<file path="config.mk">
export PLATFORM = sky130hd
export DESIGN_NAME = bbox_scanner_flat
export DESIGN_NICKNAME = d
export VERILOG_FILES = /design/src/rtl/bbox_pkg.sv /design/src/rtl/bbox_scanner_if.sv /design/src/rtl/bbox_scanner_axis_stepper.sv /design/src/rtl/bbox_scanner.sv /design/src/flat_wrapper.sv
export SDC_FILE = /design/constraint.sdc
export NUM_CORES = 1
export LEC_CHECK = 0
export CAP_MARGIN = 5
export CELL_PAD_IN_SITES_DETAIL_PLACEMENT = 0
export CELL_PAD_IN_SITES_GLOBAL_PLACEMENT = 2
export CORE_MARGIN = 8
export CORE_UTILIZATION = 38
export CTS_CLUSTER_SIZE = 14
export DETAILED_ROUTE_END_ITERATION = 10
export DONT_BUFFER_PORTS = 1
export GPL_ROUTABILITY_DRIVEN = 0
export PLACE_DENSITY = 0.85
export SYNTH_ARGS = -nofsm -noshare
export SYNTH_HDL_FRONTEND = slang
export SYNTH_HIERARCHICAL = 1
export SYNTH_SLANG_ARGS = --single-unit
</file>
<file path="constraint.sdc">
create_clock -name CLK -period 2.1 [get_ports CLK]
set_input_delay 0.525 -clock CLK [delete_from_list [all_inputs] [get_ports CLK]]
set_output_delay 0.525 -clock CLK [all_outputs]
set_load 0.05 [all_outputs]
</file>
<file path="src/rtl/bbox_pkg.sv">
// bbox_pkg: constants and state encoding shared by the
// bounding-box raster scanner and its axis steppers.
package bbox_pkg;

    localparam int COORD_W    = 16;
    localparam int FRAC_BITS  = 6;
    localparam int PIXEL_STEP = 1 << FRAC_BITS;

    typedef logic [COORD_W-1:0] coord_t;

    typedef enum logic [1:0] {
        ST_IDLE   = 2'd0,
        ST_SCAN   = 2'd1,
        ST_FINISH = 2'd2
    } state_t;

    // Snap a coordinate down to its pixel grid position.
    function automatic coord_t pix_align(input coord_t c);
        return {c[COORD_W-1:FRAC_BITS], {FRAC_BITS{1'b0}}};
    endfunction

endpackage

</file>
<file path="src/rtl/bbox_scanner_if.sv">
// bbox_scanner_if: box-in and pixel-out handshake channels
// of the bounding-box scanner.
interface bbox_scanner_if;
    import bbox_pkg::*;

    logic   BOX_VALID;
    logic   BOX_READY;
    coord_t XMIN;
    coord_t XMAX;
    coord_t YMIN;
    coord_t YMAX;
    logic   PIX_VALID;
    logic   PIX_READY;
    coord_t PIX_X;
    coord_t PIX_Y;
    logic   PIX_LAST;

    modport master (
        output BOX_VALID, XMIN, XMAX, YMIN, YMAX, PIX_READY,
        input  BOX_READY, PIX_VALID, PIX_X, PIX_Y, PIX_LAST
    );

    modport slave (
        input  BOX_VALID, XMIN, XMAX, YMIN, YMAX, PIX_READY,
        output BOX_READY, PIX_VALID, PIX_X, PIX_Y, PIX_LAST
    );

endinterface

</file>
<file path="src/rtl/bbox_scanner_axis_stepper.sv">
// axis_stepper: one scan axis; latches a [min,max] range and
// walks it in pixel steps, wrapping back to min after max.
module axis_stepper
    import bbox_pkg::*;
(
    input  logic   i_clk,
    input  logic   i_rst,
    input  logic   i_load,
    input  coord_t i_min,
    input  coord_t i_max,
    input  logic   i_step,
    output coord_t o_pos,
    output logic   o_at_max
);

    coord_t r_min;
    coord_t r_max;
    coord_t r_pos;

    // Load rewinds to min; a step advances or wraps at max.
    // Max is tested before incrementing, so 0xFFC0 never overflows.
    always_ff @(posedge i_clk or posedge i_rst) begin
        if (i_rst) begin
            r_min <= '0;
            r_max <= '0;
            r_pos <= '0;
        end else if (i_load) begin
            r_min <= i_min;
            r_max <= i_max;
            r_pos <= i_min;
        end else if (i_step) begin
            if (r_pos == r_max)
                r_pos <= r_min;
            else
                r_pos <= r_pos + coord_t'(PIXEL_STEP);
        end
    end

    assign o_pos    = r_pos;
    assign o_at_max = (r_pos == r_max);

endmodule

</file>
<file path="src/rtl/bbox_scanner.sv">
// bbox_scanner: accepts a pixel-aligned bounding box and emits
// every pixel inside it in raster order over a valid/ready link.
module bbox_scanner
    import bbox_pkg::*;
(
    input  logic           CLK,
    input  logic           RST,
    bbox_scanner_if.slave  bus,
    input  logic           ABORT,
    output logic           DONE,
    output logic           BUSY
);

    state_t r_state;
    logic   r_pix_valid;
    logic   r_done;
    logic   r_box_ready;
    logic   r_busy;

    coord_t w_xmin;
    coord_t w_xmax;
    coord_t w_ymin;
    coord_t w_ymax;
    coord_t w_pix_x;
    coord_t w_pix_y;
    logic   w_box_acc;
    logic   w_empty;
    logic   w_xfer;
    logic   w_last;
    logic   w_x_step;
    logic   w_y_step;
    logic   w_x_at_max;
    logic   w_y_at_max;

    assign w_xmin    = pix_align(bus.XMIN);
    assign w_xmax    = pix_align(bus.XMAX);
    assign w_ymin    = pix_align(bus.YMIN);
    assign w_ymax    = pix_align(bus.YMAX);
    assign w_box_acc = (r_state == ST_IDLE) && bus.BOX_VALID;
    assign w_empty   = (w_xmin > w_xmax) || (w_ymin > w_ymax);
    assign w_xfer    = r_pix_valid && bus.PIX_READY;
    assign w_last    = r_pix_valid && w_x_at_max && w_y_at_max;
    // An abort discards the scan, so the position is not advanced.
    assign w_x_step  = (r_state == ST_SCAN) && w_xfer && !ABORT;
    assign w_y_step  = w_x_step && w_x_at_max;

    axis_stepper u_x (
        .i_clk    (CLK),
        .i_rst    (RST),
        .i_load   (w_box_acc),
        .i_min    (w_xmin),
        .i_max    (w_xmax),
        .i_step   (w_x_step),
        .o_pos    (w_pix_x),
        .o_at_max (w_x_at_max)
    );

    axis_stepper u_y (
        .i_clk    (CLK),
        .i_rst    (RST),
        .i_load   (w_box_acc),
        .i_min    (w_ymin),
        .i_max    (w_ymax),
        .i_step   (w_y_step),
        .o_pos    (w_pix_y),
        .o_at_max (w_y_at_max)
    );

    // Scan control with registered handshake and status outputs.
    always_ff @(posedge CLK or posedge RST) begin
        if (RST) begin
            r_state     <= ST_IDLE;
            r_pix_valid <= 1'b0;
            r_done      <= 1'b0;
            r_box_ready <= 1'b1;
            r_busy      <= 1'b0;
        end else begin
            r_done <= 1'b0;
            unique case (r_state)
                ST_IDLE: begin
                    if (w_box_acc) begin
                        r_box_ready <= 1'b0;
                        r_busy      <= 1'b1;
                        if (w_empty) begin
                            r_state <= ST_FINISH;
                            r_done  <= 1'b1;
                        end else begin
                            r_state     <= ST_SCAN;
                            r_pix_valid <= 1'b1;
                        end
                    end
                end
                ST_SCAN: begin
                    if (ABORT) begin
                        r_state     <= ST_IDLE;
                        r_pix_valid <= 1'b0;
                        r_box_ready <= 1'b1;
                        r_busy      <= 1'b0;
                    end else if (w_xfer && w_last) begin
                        r_state     <= ST_FINISH;
                        r_pix_valid <= 1'b0;
                        r_done      <= 1'b1;
                    end
                end
                ST_FINISH: begin
                    r_state     <= ST_IDLE;
                    r_box_ready <= 1'b1;
                    r_busy      <= 1'b0;
                end
                default: begin
                    r_state     <= ST_IDLE;
                    r_pix_valid <= 1'b0;
                    r_box_ready <= 1'b1;
                    r_busy      <= 1'b0;
                end
            endcase
        end
    end

    assign bus.BOX_READY = r_box_ready;
    assign bus.PIX_VALID = r_pix_valid;
    assign bus.PIX_X     = w_pix_x;
    assign bus.PIX_Y     = w_pix_y;
    assign bus.PIX_LAST  = w_last;
    assign DONE          = r_done;
    assign BUSY          = r_busy;

endmodule
</file>
<file path="src/flat_wrapper.sv">
// flat-port wrapper written by rule: the top's interface ports become plain ports
module bbox_scanner_flat import bbox_pkg::*;
  (CLK, RST, ABORT, DONE, BUSY, bus_BOX_VALID, bus_XMIN, bus_XMAX, bus_YMIN, bus_YMAX, bus_PIX_READY, bus_BOX_READY, bus_PIX_VALID, bus_PIX_X, bus_PIX_Y, bus_PIX_LAST);
  bbox_scanner_if bus_i ();
  input  logic CLK;
  input  logic RST;
  input  logic ABORT;
  output logic DONE;
  output logic BUSY;
  input wire logic [$bits(bus_i.BOX_VALID)-1:0] bus_BOX_VALID;
  input wire logic [$bits(bus_i.XMIN)-1:0] bus_XMIN;
  input wire logic [$bits(bus_i.XMAX)-1:0] bus_XMAX;
  input wire logic [$bits(bus_i.YMIN)-1:0] bus_YMIN;
  input wire logic [$bits(bus_i.YMAX)-1:0] bus_YMAX;
  input wire logic [$bits(bus_i.PIX_READY)-1:0] bus_PIX_READY;
  output wire logic [$bits(bus_i.BOX_READY)-1:0] bus_BOX_READY;
  output wire logic [$bits(bus_i.PIX_VALID)-1:0] bus_PIX_VALID;
  output wire logic [$bits(bus_i.PIX_X)-1:0] bus_PIX_X;
  output wire logic [$bits(bus_i.PIX_Y)-1:0] bus_PIX_Y;
  output wire logic [$bits(bus_i.PIX_LAST)-1:0] bus_PIX_LAST;
  assign bus_i.BOX_VALID = bus_BOX_VALID;
  assign bus_i.XMIN = bus_XMIN;
  assign bus_i.XMAX = bus_XMAX;
  assign bus_i.YMIN = bus_YMIN;
  assign bus_i.YMAX = bus_YMAX;
  assign bus_i.PIX_READY = bus_PIX_READY;
  assign bus_BOX_READY = bus_i.BOX_READY;
  assign bus_PIX_VALID = bus_i.PIX_VALID;
  assign bus_PIX_X = bus_i.PIX_X;
  assign bus_PIX_Y = bus_i.PIX_Y;
  assign bus_PIX_LAST = bus_i.PIX_LAST;
  bbox_scanner u_core (.CLK(CLK), .RST(RST), .bus(bus_i), .ABORT(ABORT), .DONE(DONE), .BUSY(BUSY));
endmodule
</file>
**Word level (Yosys, flattened, before mapping)**

Cells that the tools add are included.
W data, S select, Z words.

- Flip-flop bits (word level): 78
- Output and inout port bits: 37
- Logic and storage cells: 67

- $add $sub $neg: 2
- Magnitude comparators: 2
- Equality and inequality tests: 8
- Muxes and demuxes: 27
- Bitwise logic cells: 1
- Reductions and logical operators: 16

Operators by type and width:

| kind | number |
|---|---|
| $mux W16 | 6 |
| $add A16 B7 Y16 const B | 2 |
| $eq A16 B16 Y1 | 2 |
| $gt A16 B16 Y1 | 2 |
| $mux W1 | 12 |
| $logic_and A1 B1 Y1 | 8 |
| $mux W2 | 4 |
| $ne A2 B2 Y1 const B | 3 |
| $pmux W1 S2 | 3 |
| $pmux W2 S2 | 1 |
| $reduce_and A2 Y1 | 2 |
| $reduce_and A4 Y1 | 1 |
| $reduce_bool A2 Y1 | 2 |
| $ne A3 B3 Y1 const B | 1 |
| $pmux W1 S3 | 1 |
| $eq A2 B1 Y1 const B | 1 |
| $eq A2 B2 Y1 const B | 1 |
| $logic_not A2 Y1 | 1 |
| $logic_not A1 Y1 | 1 |
| $logic_or A1 B1 Y1 | 1 |
| $not A1 Y1 | 1 |

**Logic depth before layout (Yosys ltp)**

- Word-level depth: 7
- Mapped depth: 11
- Gate-level depth less buffers: 9

**By module**

The synthesis kept the hierarchy.

By module, submodules not included:

| module | instances | cells an instance | area an instance (sq um) | seq. area each (sq um) |
|---|---|---|---|---|
| axis_stepper | 2 | 201 | 2361.0 | 1201.2 |
| bbox_scanner | 1 | 98 | 803.3 | 151.4 |

**Worst setup path before layout**

No wires, ideal clock.

- Kind: register to output
- Start point: reg u_core.u_x.r_pos[8], in the netlist u_core/u_x/o_pos[8]
- End point: out bus_PIX_LAST
- Data arrival time: 2.100 ns
- Setup slack: -0.525 ns
- Stages on the path, launching flop included: 7
- Buffers on the path: 1
- Path through: dfrtp_1 buf_6 xor2_1 nor4_2 nand4_4 clkinv_2 and3_1

- Longest elaborated chain between the ends: 3

RTL lines:

| item | line | RTL |
|---|---|---|
| start, declared | bbox_scanner_axis_stepper.sv:18 | `coord_t r_pos;` |
| start signal, assigned | bbox_scanner_axis_stepper.sv:30 | `r_pos <= i_min;` |
| start signal, assigned | bbox_scanner_axis_stepper.sv:33 | `r_pos <= r_min;` |
| start signal, assigned | bbox_scanner_axis_stepper.sv:35 | `r_pos <= r_pos + coord_t'(PIXEL_STEP);` |
| $eq A16 B16 Y1 | bbox_scanner_axis_stepper.sv:40 | `assign o_at_max = (r_pos == r_max);` |
| net u_core.w_x_at_max | bbox_scanner.sv:32 | `logic w_x_at_max;` |
| $logic_and A1 B1 Y1 (2 in series) | bbox_scanner.sv:42 | `assign w_last = r_pix_valid && w_x_at_max && w_y_at_max;` |
| end, declared | flat_wrapper.sv:20 | `output wire logic [$bits(bus_i.PIX_LAST)-1:0] bus_PIX_LAST;` |

The timed path passes the listed nets, and every way through them passes these cells.

**Worst setup path in the final report**

- Start point: reg u_core.u_y.r_pos[3], in the netlist u_core/u_y/o_pos[3]
- End point: out bus_PIX_LAST

- Longest elaborated chain between the ends: 2

RTL lines:

| item | line | RTL |
|---|---|---|
| start, declared | bbox_scanner_axis_stepper.sv:18 |  |
| start signal, assigned | bbox_scanner_axis_stepper.sv:30 |  |
| start signal, assigned | bbox_scanner_axis_stepper.sv:33 |  |
| start signal, assigned | bbox_scanner_axis_stepper.sv:35 |  |
| $eq A16 B16 Y1 | bbox_scanner_axis_stepper.sv:40 |  |
| net u_core.w_y_at_max | bbox_scanner.sv:33 | `logic w_y_at_max;` |
| $logic_and A1 B1 Y1 | bbox_scanner.sv:42 |  |

The timed path passes the listed nets, and every way through them passes these cells.

==> flow_summary.json <==
{
  "fin_util_pct": 46.9,
  "cts.path.max_buffers": 2,
  "remaining_drc_errors": 0,
  "core_mm2": 0.0144,
  "critical_path.startpoint_type": "flop",
  "ff2ff_path_depth": 9,
  "final.setup.worst_slack_ps": -296,
  "drt_pass1_iterations": 4,
  "grt_pass1_wl_mm": 22.6,
  "vias": 3958,
  "max_freq_mhz": 417,
  "via_per_inst": 5.08,
  "internal-power_mw": 5.20,
  "pwr-share-seq_pct": 37.0,
  "tightest_slew_ps": 637,
  "finalSetupViolCount": 1,
  "n_antenna_cell": 0,
  "synth_most_common_cell": "dfrtp_1",
  "syn_inst": 500,
  "pwr-share-comb_pct": 45.6,
  "synth_top_cell_by_area": "dfrtp_1",
  "synth.area.top_cells": "dfrtp_1, mux2_2, xor2_1, ha_1, mux2i_1",
  "synth_top_area_share_pct": 45.7,
  "grt_antenna_before_repair": 0,
  "clk-insertion-delay-late_ps": 350,
  "cts_tree": "done",
  "end_kind": "output pin",
  "synthFlopType": "dfrtp_1",
  "status": "finished, violations left",
  "dieArea_mm2": 0.0187,
  "seq_area_frac_synth_pct": 46.2,
  "io_pins": 106,
  "gr-total-overflow": 0,
  "clockRootBuffer": "clkbuf_16",
  "crit_arrival_ps": 1870,
  "leakagePower_nw": 3.06,
  "initial_core_util_pct": 38.5,
  "yosysWarnings": 6,
  "antenna_left": 0,
  "ys_types": 42,
  "irDropWorstVdd_uv": 522,
  "drv_cap": 0,
  "period_share_pct": 114,
  "htreeDepth": 3,
  "die_h_um": 137,
  "drive_above_1_share_pct": 33.8,
  "clk_pin_slew_ps": 70,
  "period_minus_slack_ps": 2400,
  "drt-wirelength-per-cell_um": 17.8,
  "placementRows": 44,
  "n_fill_cell": 1328,
  "finalMaxSlewViolations": 0,
  "hold_viol_final": 0,
  "async_reset_ff_share_pct": 100,
  "dieWidth_um": 137,
  "power_density_mw_per_mm2": 1320,
  "grt_max_degree": 49,
  "cts_buffers": 9,
  "rsz0062_at_grt": "yes",
  "critPathKind": "flop to output pin",
  "switching_share_pct": 41.6,
  "required_ps": 1570,
  "synth_edf_count": 0,
  "final_nets": 681,
  "first_iter_violations": 230,
  "switching_power_mw": 3.70,
  "area_growth_pct": 22.0,
  "wl_mm": 13.8,
  "ys_ff_latch": 102,
  "relSlewSlack_pct": 57.4,
  "cts.sinks": 102,
  "dp_hpwl_mm": 10.3,
  "pwr-share-clk_pct": 17.4,
  "io_buffers": 0,
  "critPathMaxFanout": 4,
  "syn_area_per_cell_um2": 11.1,
  "synth_common_cells": "dfrtp_1, mux2_2, xor2_1, inv_1, a21oi_1",
  "min_path_type": "input port to asynchronous set/reset pin",
  "grt_pass1_vias": 4176,
  "synth_area_mm2": 0.00553,
  "grt_use_total_pct": 15.5,
  "violations": "setup timing",
  "fin_area_mm2": 0.00674,
  "clock_skew_ps": 10.6,
  "dpl_cell_area_mm2": 0.00641
}
==> layout by cell type, fill, tap and decap left out, drive strengths merged, types with 10 or more instances in the layout <==
cell type and count:
a21oi 25, a22oi 12, buf 65, clkbuf 15, conb 32, dfrtp 101
ha 22, inv 33, mux2 60, mux2i 24, nand2 24, nand2b 10
nand3 12, nor2 24, nor3 14, o21ai 18, xor2 40
==> what timing repair did <==
item | CTS | global route
hold endpoints to repair | 5 | 0
setup endpoints to repair | 2 | 17
gates resized for setup | 2 | 7
buffers inserted | 1 | 2
pin swaps | 4 | 3
hold buffers | 1 | 0
cloned | 0 | 0
==> power groups by stage <==
| stage | clock [mW] | combinational [mW] | sequential (mW) |
|---|---|---|---|
| after floorplan | 0 | 1.92 | 4.29 |
| after global placement | 0 | 3.96 | 3.29 |
| after detailed placement | 0 | 4.02 | 3.34 |
| after CTS | 1.61 | 4.06 | 3.30 |
| after global routing | 1.68 | 4.40 | 3.40 |
| final | 1.55 | 4.06 | 3.29 |
==> registers in the layout, summed over array words and instances (netlist names) <==
signal,cells
u_core/bus.BOX_READY,1
u_core/u_y/o_pos,16
u_core/u_x/r_min,16
u_core/u_y/r_max,16
u_core/u_y/r_min,16
u_core/u_x/o_pos,16
u_core/bus.PIX_VALID,1
u_core/BUSY,1
u_core/DONE,1
u_core/u_x/r_max,16
u_core/r_state,2
==> critical path, stage by stage, from the launching register on <==
cell and delay [ps]:
dfrtp_2 410, xor2_1 170, nor4_2 400, nand4_4 160, clkinv_2 80, and3_4 310
==> metrics by stage <==
step / TNS (ps) / power [mW] / std cells / hold WS (ps) / setup slack [ps]
final: -296 / 8.90 / 779 / 92.1 / -296
after global routing: -426 / 9.48 / 779 / 107 / -398
after CTS: -326 / 8.97 / 777 / 96.8 / -326
after detailed placement: -1080 / 7.36 / 759 / 350 / -336
after global placement: -876 / 7.25 / 759 / 334 / -286
after floorplan: -576 / 6.21 / 531 / 315 / -145
==> per-layer routing <==
metal,vias to the layer above,GRT usage [%],wire length [µm]
li1,1912,-,-
met1,1930,17.9,5560
met2,101,25.3,6620
met3,15,6.61,1450
met4,0,5.67,222
met5,-,0,0
==> final cells by class <==
class | instances | area, µm² | share of cell area (%)
Clock buffer | 15 | 258 | 3.82
Clock inverter | 1 | 7.51 | 0.111
Multi-Input combinational cell | 376 | 2950 | 43.8
Tap cell | 184 | 230 | 3.41
Sequential cell | 102 | 2590 | 38.4
Inverter | 35 | 145 | 2.15
Timing Repair Buffer | 66 | 561 | 8.31
==> worst paths after layout <==
check                                       endpoint  slack, ps           startpoint
worst max-delay path                    bus_PIX_LAST       -300  u_core/u_y/o_pos[3]
worst min-delay path             u_core/u_y/r_min[0]         90                  RST
worst max register to register  u_core/bus.PIX_VALID         90  u_core/u_y/o_pos[3]
min in group CLK                u_core/u_x/r_min[11]        320         bus_XMIN[11]
max in group asynchronous       u_core/bus.BOX_READY       1300                  RST
worst min register to register   u_core/u_x/r_min[1]        500  u_core/u_x/r_min[1]
==> kinds of logic after synthesis <==
group | count (synthesis) | share of synthesized area, %
buffers and inverters | 53 | 4.23
muxes | 84 | 16.6
adders and majority gates | 22 | 4.98
xor gates and xnor gates | 48 | 7.61
and+or+nand+nor | 108 | 11.1
other | 1 | 0.0679
AOI/OAI and AO/OA | 82 | 9.22
DFF | 102 | 46.2
No activity file was read; power rests on OpenSTA's default activity.
